==> config.mk <==
export PLATFORM = sky130hd
export DESIGN_NAME = dpcd_ramp_ctrl
export DESIGN_NICKNAME = d
export VERILOG_FILES = /design/src/rtl/dpcd_pkg.sv /design/src/rtl/dpcd_dwell_cnt.sv /design/src/rtl/dpcd_ramp_ctrl.sv
export SDC_FILE = /design/constraint.sdc
export NUM_CORES = 1
export LEC_CHECK = 0
export BUFFER_PORTS_ARGS = -buffer_cell sky130_fd_sc_hd__buf_2
export CAP_MARGIN = 0
export CORE_MARGIN = 2
export CORE_UTILIZATION = 55
export CTS_CLUSTER_DIAMETER = 150
export CTS_CLUSTER_SIZE = 16
export DETAILED_ROUTE_END_ITERATION = 10
export PLACE_DENSITY = 0.85
export SLEW_MARGIN = 20
export SYNTH_ARGS = -nofsm -noshare
export SYNTH_HDL_FRONTEND = slang
export SYNTH_SLANG_ARGS = --single-unit
==> constraint.sdc <==
create_clock -name clk_divided -period 3.16 [get_ports clk_divided]
set_input_delay 0.632 -clock clk_divided [delete_from_list [all_inputs] [get_ports clk_divided]]
set_output_delay 0.632 -clock clk_divided [all_outputs]
set_load 0.01 [all_outputs]
==> src/rtl/dpcd_pkg.sv <==
// Shared types and special division codes for the divider ramp controller.
package dpcd_pkg;

  typedef enum logic [1:0] {
    IDLE = 2'd0,
    JUMP = 2'd1,
    RAMP = 2'd2
  } dpcd_ramp_state_t;

  // Codes 0/1 select bypass and inverted-clock modes; never used as ramp steps.
  localparam int unsigned DPCD_CODE_BYPASS = 0;
  localparam int unsigned DPCD_CODE_INVERT = 1;

endpackage

==> src/rtl/dpcd_dwell_cnt.sv <==
// Loadable down-counter with zero flag; sets how long each ramp code is held.
module dpcd_dwell_cnt #(
  parameter int DWELL_W_P = 8
) (
  input  logic                 clk_divided,
  input  logic                 rst_n,
  input  logic                 load,
  input  logic [DWELL_W_P-1:0] load_val,
  input  logic                 dec,
  output logic                 zero
);

  logic [DWELL_W_P-1:0] cnt;

  always_ff @(posedge clk_divided or negedge rst_n) begin
    if (!rst_n)              cnt <= '0;
    else if (load)           cnt <= load_val;
    else if (dec && !zero)   cnt <= cnt - DWELL_W_P'(1);
  end

  assign zero = (cnt == '0);

endmodule

==> src/rtl/dpcd_ramp_ctrl.sv <==
// Steps the divider code toward a requested target one code per dwell period,
// jumping directly only when the bypass/invert codes are involved.
module dpcd_ramp_ctrl
  import dpcd_pkg::*;
#(
  parameter int DIV_CTRL_SIZE_P = 4,
  parameter int DWELL_W_P       = 8,
  parameter int RESET_DIV_P     = 0
) (
  input  logic                       clk_divided,
  input  logic                       rst_n,
  input  logic                       tgt_valid,
  output logic                       tgt_ready,
  input  logic [DIV_CTRL_SIZE_P-1:0] tgt_div,
  input  logic [DWELL_W_P-1:0]       dwell_cycles,
  input  logic                       abort,
  output logic [DIV_CTRL_SIZE_P-1:0] div_ctrl,
  output logic                       busy,
  output logic                       done
);

  localparam logic [DIV_CTRL_SIZE_P-1:0] CODE_INV = DIV_CTRL_SIZE_P'(DPCD_CODE_INVERT);
  localparam logic [DIV_CTRL_SIZE_P-1:0] CODE_RST = DIV_CTRL_SIZE_P'(RESET_DIV_P);

  dpcd_ramp_state_t state, state_nxt;

  logic [DIV_CTRL_SIZE_P-1:0] tgt_q, div_nxt, step;
  logic [DWELL_W_P-1:0]       dwell_q, cnt_val;
  logic                       done_nxt, tgt_ld, cnt_ld, cnt_dec, cnt_zero, jump_cond;

  dpcd_dwell_cnt #(.DWELL_W_P(DWELL_W_P)) u_dwell (
    .clk_divided (clk_divided),
    .rst_n       (rst_n),
    .load        (cnt_ld),
    .load_val    (cnt_val),
    .dec         (cnt_dec),
    .zero        (cnt_zero)
  );

  assign busy      = (state != IDLE);
  assign tgt_ready = !busy;

  // Special codes on either end, or no distance to cover, go straight through JUMP.
  assign jump_cond = (tgt_div <= CODE_INV) || (div_ctrl <= CODE_INV) || (tgt_div == div_ctrl);
  assign step      = (tgt_q > div_ctrl) ? div_ctrl + DIV_CTRL_SIZE_P'(1)
                                        : div_ctrl - DIV_CTRL_SIZE_P'(1);

  always_ff @(posedge clk_divided or negedge rst_n) begin
    if (!rst_n) begin
      state    <= IDLE;
      div_ctrl <= CODE_RST;
      done     <= 1'b0;
      tgt_q    <= '0;
      dwell_q  <= '0;
    end else begin
      state    <= state_nxt;
      div_ctrl <= div_nxt;
      done     <= done_nxt;
      if (tgt_ld) begin
        tgt_q   <= tgt_div;
        dwell_q <= dwell_cycles;
      end
    end
  end

  always_comb begin
    state_nxt = state;
    div_nxt   = div_ctrl;
    done_nxt  = 1'b0;
    tgt_ld    = 1'b0;
    cnt_ld    = 1'b0;
    cnt_dec   = 1'b0;
    cnt_val   = dwell_q;
    case (state)
      IDLE: begin
        if (tgt_valid) begin
          tgt_ld = 1'b1;
          if (jump_cond) begin
            state_nxt = JUMP;
          end else begin
            state_nxt = RAMP;
            cnt_ld    = 1'b1;
            cnt_val   = dwell_cycles;
          end
        end
      end
      JUMP: begin
        state_nxt = IDLE;
        if (!abort) begin
          div_nxt  = tgt_q;
          done_nxt = 1'b1;
        end
      end
      RAMP: begin
        if (abort) begin
          state_nxt = IDLE;
        end else if (cnt_zero) begin
          div_nxt = step;
          cnt_ld  = 1'b1;
          if (step == tgt_q) begin
            done_nxt  = 1'b1;
            state_nxt = IDLE;
          end
        end else begin
          cnt_dec = 1'b1;
        end
      end
      default: state_nxt = IDLE;
    endcase
  end

endmodule

==> run metrics, run 1 <==
type of destination of the critical path flop; clock latency on the worst-skew pair 0.33 ns; H-tree level count 1; maximum fanout along the worst path 7; CP Launch Type flop; post-CTS sizing 0; part of the Yosys area used for sequential elements 36.9%; ys flop type sky130_fd_sc_hd__dfrtp_1; worst-case clock buffer depth 2; total track usage 22.2%; routed len/inst 14.6 µm; Pre-Repair DR Iteration Count 4; number of max-cap violations 0; Via Count 1454; most repeated cell in the gate-level netlist after synthesis sky130_fd_sc_hd__dfrtp_1; series of cell instances along the critical path inv_1 -> ha_1 -> a21oi_1 -> nand2_1 -> a2bb2oi_1 -> and3_1 -> o2111ai_1 -> mux2i_1 -> o211ai_1; chip width 61.7 µm; highest clock frequency the design can meet 378 MHz; # nets final 240; post-synthesis net count 217; DIE AREA 3810 µm²; worst IR drop on VDD 0.000673 V; total congestion overflow 0; leading post-synthesis cells by cell area sky130_fd_sc_hd__dfrtp_1 (37%), sky130_fd_sc_hd__ha_1 (8.2%), sky130_fd_sc_hd__mux2_2 (7.4%), sky130_fd_sc_hd__xnor2_1 (4.8%), sky130_fd_sc_hd__a21oi_1 (4.6%); Row Count 20; drt via density 5.70; number of antenna repair diodes 0; summed negative setup slack over all endpoints 0 ns; clk slew on worst S/H paths 0.15 ns; Total Power 1.99 mW; initial antenna violation count 0; Routed WL 3.72 mm; maximum number of pins on one net before global-route repair 28; Avg Synthesized Cell Area 9.69 µm²; worst rel slew slack 55.8%; cell type group with the largest total delay on the critical path compound AO/OA/AOI/OAI gates; most numerous cell types in the synthesized netlist sky130_fd_sc_hd__dfrtp_1 (27), sky130_fd_sc_hd__a21oi_1 (17), sky130_fd_sc_hd__nor2_1 (15); global routing's busiest layer met2; leakage power 0.892 nW; number of global-route vias before repair 1335; worst path buffer plus inverter count 1; synthesis-stage register bit count 27; wire length of the first global-routing pass 6.11 mm; arrival time of the worst setup path 2.84 ns; met2 Track Usage GR 34.6%; Final Wtd Congestion 0.889; number of cells produced by synthesis 189; number of max-slew violations in the final report 0; DPL Wire Length 2.86 mm; Core ar. 3100 µm²; clock tree from TritonCTS done; Critical Path RT 3.36 ns; power per cell area 993 nW/µm²; number of enable flip-flop cells after synthesis 0; final setup skew 0.0109 ns; post-route ant nets 0; crit-path max cell delay 0.51 ns; Final Cycle Share 83.6%; I/O Buffers 22; final cell area excluding filler cells 2010 µm²; worst slack after detailed placement 0.591 ns; Synth area leader sky130_fd_sc_hd__dfrtp_1; Starting Density 59.0%; number of hold buffers added after CTS 0; worst-path cell with the longest stage delay sky130_fd_sc_hd__dfrtp_1; CTS buffer count 3; ratio of cells with drive above 1 in the final layout 23.2%; Period minus WS final 2.64 ns; worst-case setup margin in the final layout 0.518 ns; count of cell types in the netlist 50; number of clock sinks 27; post-synthesis async set-or-reset flop share 100%; growth of design area from synthesis to finish 9.57%; vertical extent of the die 61.7 µm; cell at the root of the clock tree sky130_fd_sc_hd__clkbuf_4; Worst-Margin Slew 0.661 ns; postcts setup bufs 0; Hold Slack 0.282 ns; met1 layer usage reported by global route 31.9%; YS warnings 0; worst setup path class flop to flop; remaining design rule violation count 0; top cell type's share of synthesized area 36.9%; met3 routing resource usage after global routing 3.93%; number of I/O pins 23; number of failing hold endpoints at the final stage 0; RSZ-0062 raised after global routing no; Hold Path Class input pin to async pin; post-synthesis instance area 1830 µm²; final setup violation count 0; post-detailed-placement cell area 1980 µm²; run status complete, no violations; iteration-0 DRC count of the detailed router 99
## through the flow
| stage | cells | util, % |
|---|---|---|
| finish | 255 | 64.6 |
| global route | 255 | 64.6 |
| CTS | 255 | 64.6 |
| detailed placement | 251 | 63.8 |
| global placement | 251 | 63.8 |
| floorplan | 189 | - |
## flip-flops by register name, summed over array words and instances (netlist names)
register and count:
div_ctrl 4, done 1, dwell_q 8, state 2
tgt_q 4, u_dwell.cnt 8
## path summary, 6_finish.rpt
kind	from	endpoint	slack [ns]	cells past startpoint
setup reg to reg	div_ctrl[3]	state[1]	0.52	9
setup / recovery	div_ctrl[3]	state[1]	0.52	9
max in group asynchronous	rst_n	u_dwell.cnt[4]	2.47	1
hold reg to reg	dwell_q[0]	dwell_q[0]	0.53	1
hold / removal	rst_n	done	0.28	1
min in group clk_divided	dwell_q[0]	dwell_q[0]	0.53	1
## layout make-up
| type | instances | area [µm²] |
|---|---|---|
| clock buffer | 4 | 26.3 |
| fill | 267 | 1100 |
| inverter | 13 | 48.8 |
| multi-input combinational | 144 | 1080 |
| sequential | 27 | 676 |
| tap | 44 | 55.1 |
| timing repair buffer | 23 | 118 |
## worst register-to-register path, delay by kind of cell (launching register included)
kind / cells / cell delay (ns)
compound gates: 4 / 1.02
flops: 1 / 0.51
fa+ha+maj: 1 / 0.35
simple gates: 2 / 0.29
mux: 1 / 0.26
buf+inv: 1 / 0.10
## layout by cell type (no fill, tap or decap), types with 3 or more instances in the layout
| cell type | netlist | layout |
|---|---|---|
| sky130_fd_sc_hd__nor2b_1 | 5 | 5 |
| sky130_fd_sc_hd__nor2_1 | 15 | 15 |
| sky130_fd_sc_hd__xnor2_1 | 10 | 10 |
| sky130_fd_sc_hd__ha_1 | 12 | 12 |
| sky130_fd_sc_hd__nand3_1 | 3 | 3 |
| sky130_fd_sc_hd__dfrtp_1 | 27 | 27 |
| sky130_fd_sc_hd__a31oi_1 | 3 | 3 |
| sky130_fd_sc_hd__nand2b_1 | 4 | 4 |
| sky130_fd_sc_hd__a21oi_1 | 17 | 17 |
| sky130_fd_sc_hd__buf_2 | 1 | 22 |
| sky130_fd_sc_hd__inv_1 | 13 | 13 |
| sky130_fd_sc_hd__clkbuf_4 | 0 | 3 |
| sky130_fd_sc_hd__mux2i_1 | 3 | 3 |
| sky130_fd_sc_hd__xor2_1 | 3 | 3 |
| sky130_fd_sc_hd__o21ai_0 | 5 | 5 |
| sky130_fd_sc_hd__mux2_2 | 12 | 12 |
| sky130_fd_sc_hd__o211ai_1 | 5 | 5 |
| sky130_fd_sc_hd__nand2_1 | 11 | 11 |
| sky130_fd_sc_hd__nor3_1 | 3 | 3 |
## report_power, final
group / internal (mW) / total (mW) / leakage, nW / switching [mW]
Clock: 0.0495 / 0.153 / 0.0150 / 0.104
Combinational: 0.542 / 1.15 / 0.560 / 0.607
Sequential: 0.509 / 0.690 / 0.317 / 0.180
Total: 1.10 / 1.99 / 0.892 / 0.891
## logic make-up after synthesis
| family | after synthesis | synth area share [%] |
|---|---|---|
| xor+xnor | 14 | 7.11 |
| fa+ha+maj | 12 | 8.20 |
| buf+inv | 18 | 3.96 |
| simple gates | 54 | 15.7 |
| flops | 27 | 36.9 |
| compound gates | 47 | 17.6 |
| mux | 17 | 10.5 |
## per-layer routing
layer | vias to the layer above | share of wire [%]
li1 | 716 | -
met1 | 702 | 47
met2 | 34 | 48
met3 | 2 | 4.5
met4 | 0 | 0.67
met5 | - | 0
Power figures use the tool's default switching activity.
==> run 2: changes to the inputs <==
==> constraint.sdc (replaced) <==
create_clock -name clk_divided -period 2.6 [get_ports clk_divided]
set_input_delay 0.52 -clock clk_divided [delete_from_list [all_inputs] [get_ports clk_divided]]
set_output_delay 0.52 -clock clk_divided [all_outputs]
set_load 0.01 [all_outputs]
==> run 2 against run 1 <==
Against the previous run: clock power up 29%; sequential share of layout area shrank 0.88 points; cell count grew 2.4%; largest cell class unchanged.
==> run metrics, run 2 (same netlist as run 1, synthesis figures left out) <==
number of failing hold endpoints at the final stage 0; maximum number of pins on one net before global-route repair 28; area of combinational cells with multiple inputs 1090 µm²; most common cell after layout, fill and taps aside sky130_fd_sc_hd__dfrtp_1; routed len/inst 13.7 µm; Row Count 20; CP Launch Type flop; number of max-slew violations in the final report 0; crit-path max cell delay 0.41 ns; number of antenna repair diodes 0; chip width 61.7 µm; total congestion overflow 0; vertical extent of the die 61.7 µm; number of global-route vias before repair 1357; highest clock frequency the design can meet 405 MHz; RSZ-0062 raised after global routing no; Routed WL 3.58 mm; worst-path cell with the longest stage delay sky130_fd_sc_hd__dfrtp_1; post-route ant nets 0; worst rel slew slack 59.7%; I/O Buffers 22; type of destination of the critical path flop; DIE AREA 3810 µm²; series of cell instances along the critical path inv_1 -> ha_1 -> nor2b_1 -> o211ai_1 -> a211o_1 -> a21oi_1 -> o2111ai_1 -> mux2_1 -> nand2_1; iteration-0 DRC count of the detailed router 84; cell at the root of the clock tree sky130_fd_sc_hd__clkbuf_4; Hold Path Class input pin to async pin; Final Cycle Share 95.1%; layout filler cell count 263; number of max-cap violations 0; final cell area excluding filler cells 2060 µm²; DPL Wire Length 2.78 mm; Via Count 1464; number of I/O pins 23; number of clock sinks 27; Pre-Repair DR Iteration Count 4; summed negative setup slack over all endpoints 0 ns; remaining design rule violation count 0; Final Wtd Congestion 0.939; most frequent cells in the layout sky130_fd_sc_hd__dfrtp_1 (27), sky130_fd_sc_hd__buf_2 (22), sky130_fd_sc_hd__a21oi_1 (16); worst setup path class flop to flop; growth of design area from synthesis to finish 12.5%; final core area utilization 66.4%; maximum fanout along the worst path 6; clock latency on the worst-skew pair 0.33 ns; Core ar. 3100 µm²; CTS buffer count 3; total track usage 21.0%; Worst-Margin Slew 0.605 ns; clk slew on worst S/H paths 0.16 ns; power per cell area 1210 nW/µm²; Starting Density 59.0%; arrival time of the worst setup path 2.76 ns; ratio of cells with drive above 1 in the final layout 26.3%; clock tree from TritonCTS done; Top Registers dwell_q: 8 flops, u_dwell.cnt: 8 flops; worst IR drop on VDD 0.000631 V; worst-case clock buffer depth 2; final setup skew 0.00432 ns; Period minus WS final 2.47 ns; leakage power 0.925 nW; post-detailed-placement cell area 2020 µm²; number of hold buffers added after CTS 0; run status complete, no violations; Hold Slack 0.168 ns; H-tree level count 1; wire length of the first global-routing pass 5.98 mm; Critical Path RT 2.88 ns; count of non-filler cells in the finished layout 261; area of all sequential standard cells 676 µm²; final setup violation count 0; initial antenna violation count 0; drt via density 5.61; # nets final 246; number of instances in the placed design 257
==> run 2: worst paths after layout <==
check,slack [ns],depth (start not counted),endpoint,start
max,0.13,9,state[0],div_ctrl[1]
min,0.17,1,u_dwell.cnt[3],rst_n
max reg2reg,0.13,9,state[0],div_ctrl[1]
min reg2reg,0.53,1,dwell_q[7],dwell_q[7]
min in group clk_divided,0.42,2,dwell_q[3],dwell_cycles[3]
max in group asynchronous,2.04,1,tgt_q[3],rst_n
==> run 2: metrics by stage <==
stage                     setup WS (ns)  power, mW
after floorplan                   0.118       1.90
after global placement            0.287       2.21
after detailed placement          0.171       2.28
after CTS                         0.144       2.48
after global routing            0.00821       2.71
final                             0.128       2.49
==> run 2: layer usage <==
metal	vias up	GRT usage, %	routed length [µm]
li1	733	-	-
met5	-	0	0
met2	39	33.4	1670
met1	688	30.0	1700
met4	0	4.26	35
met3	4	4.35	184
==> run 2: critical path, delay by kind of cell (launching register included) <==
kind | cells | cell delay (ns)
mux | 1 | 0.36
flops | 1 | 0.41
compound gates | 4 | 1.09
fa+ha+maj | 1 | 0.25
buf+inv | 1 | 0.11
simple gates | 2 | 0.20
==> run 2: final cells by class <==
class / count / area share [%]
Clock buffer: 3 / 1.09
Tap cell: 44 / 2.67
Timing Repair Buffer: 29 / 7.90
Clock inverter: 1 / 0.425
Inverter: 13 / 2.37
Multi-Input combinational cell: 144 / 52.7
Sequential cell: 27 / 32.8
==> run 2: report_power, final <==
part	switching, mW	internal, mW
Combinational	0.791	0.708
Clock	0.135	0.0629
Sequential	0.175	0.619
==> run 2: what timing repair did <==
item                       in CTS  in global routing
resized for setup               0                  1
buffers inserted                0                  0
hold endpoints to repair        0                  0
setup endpoints to repair       0                  3
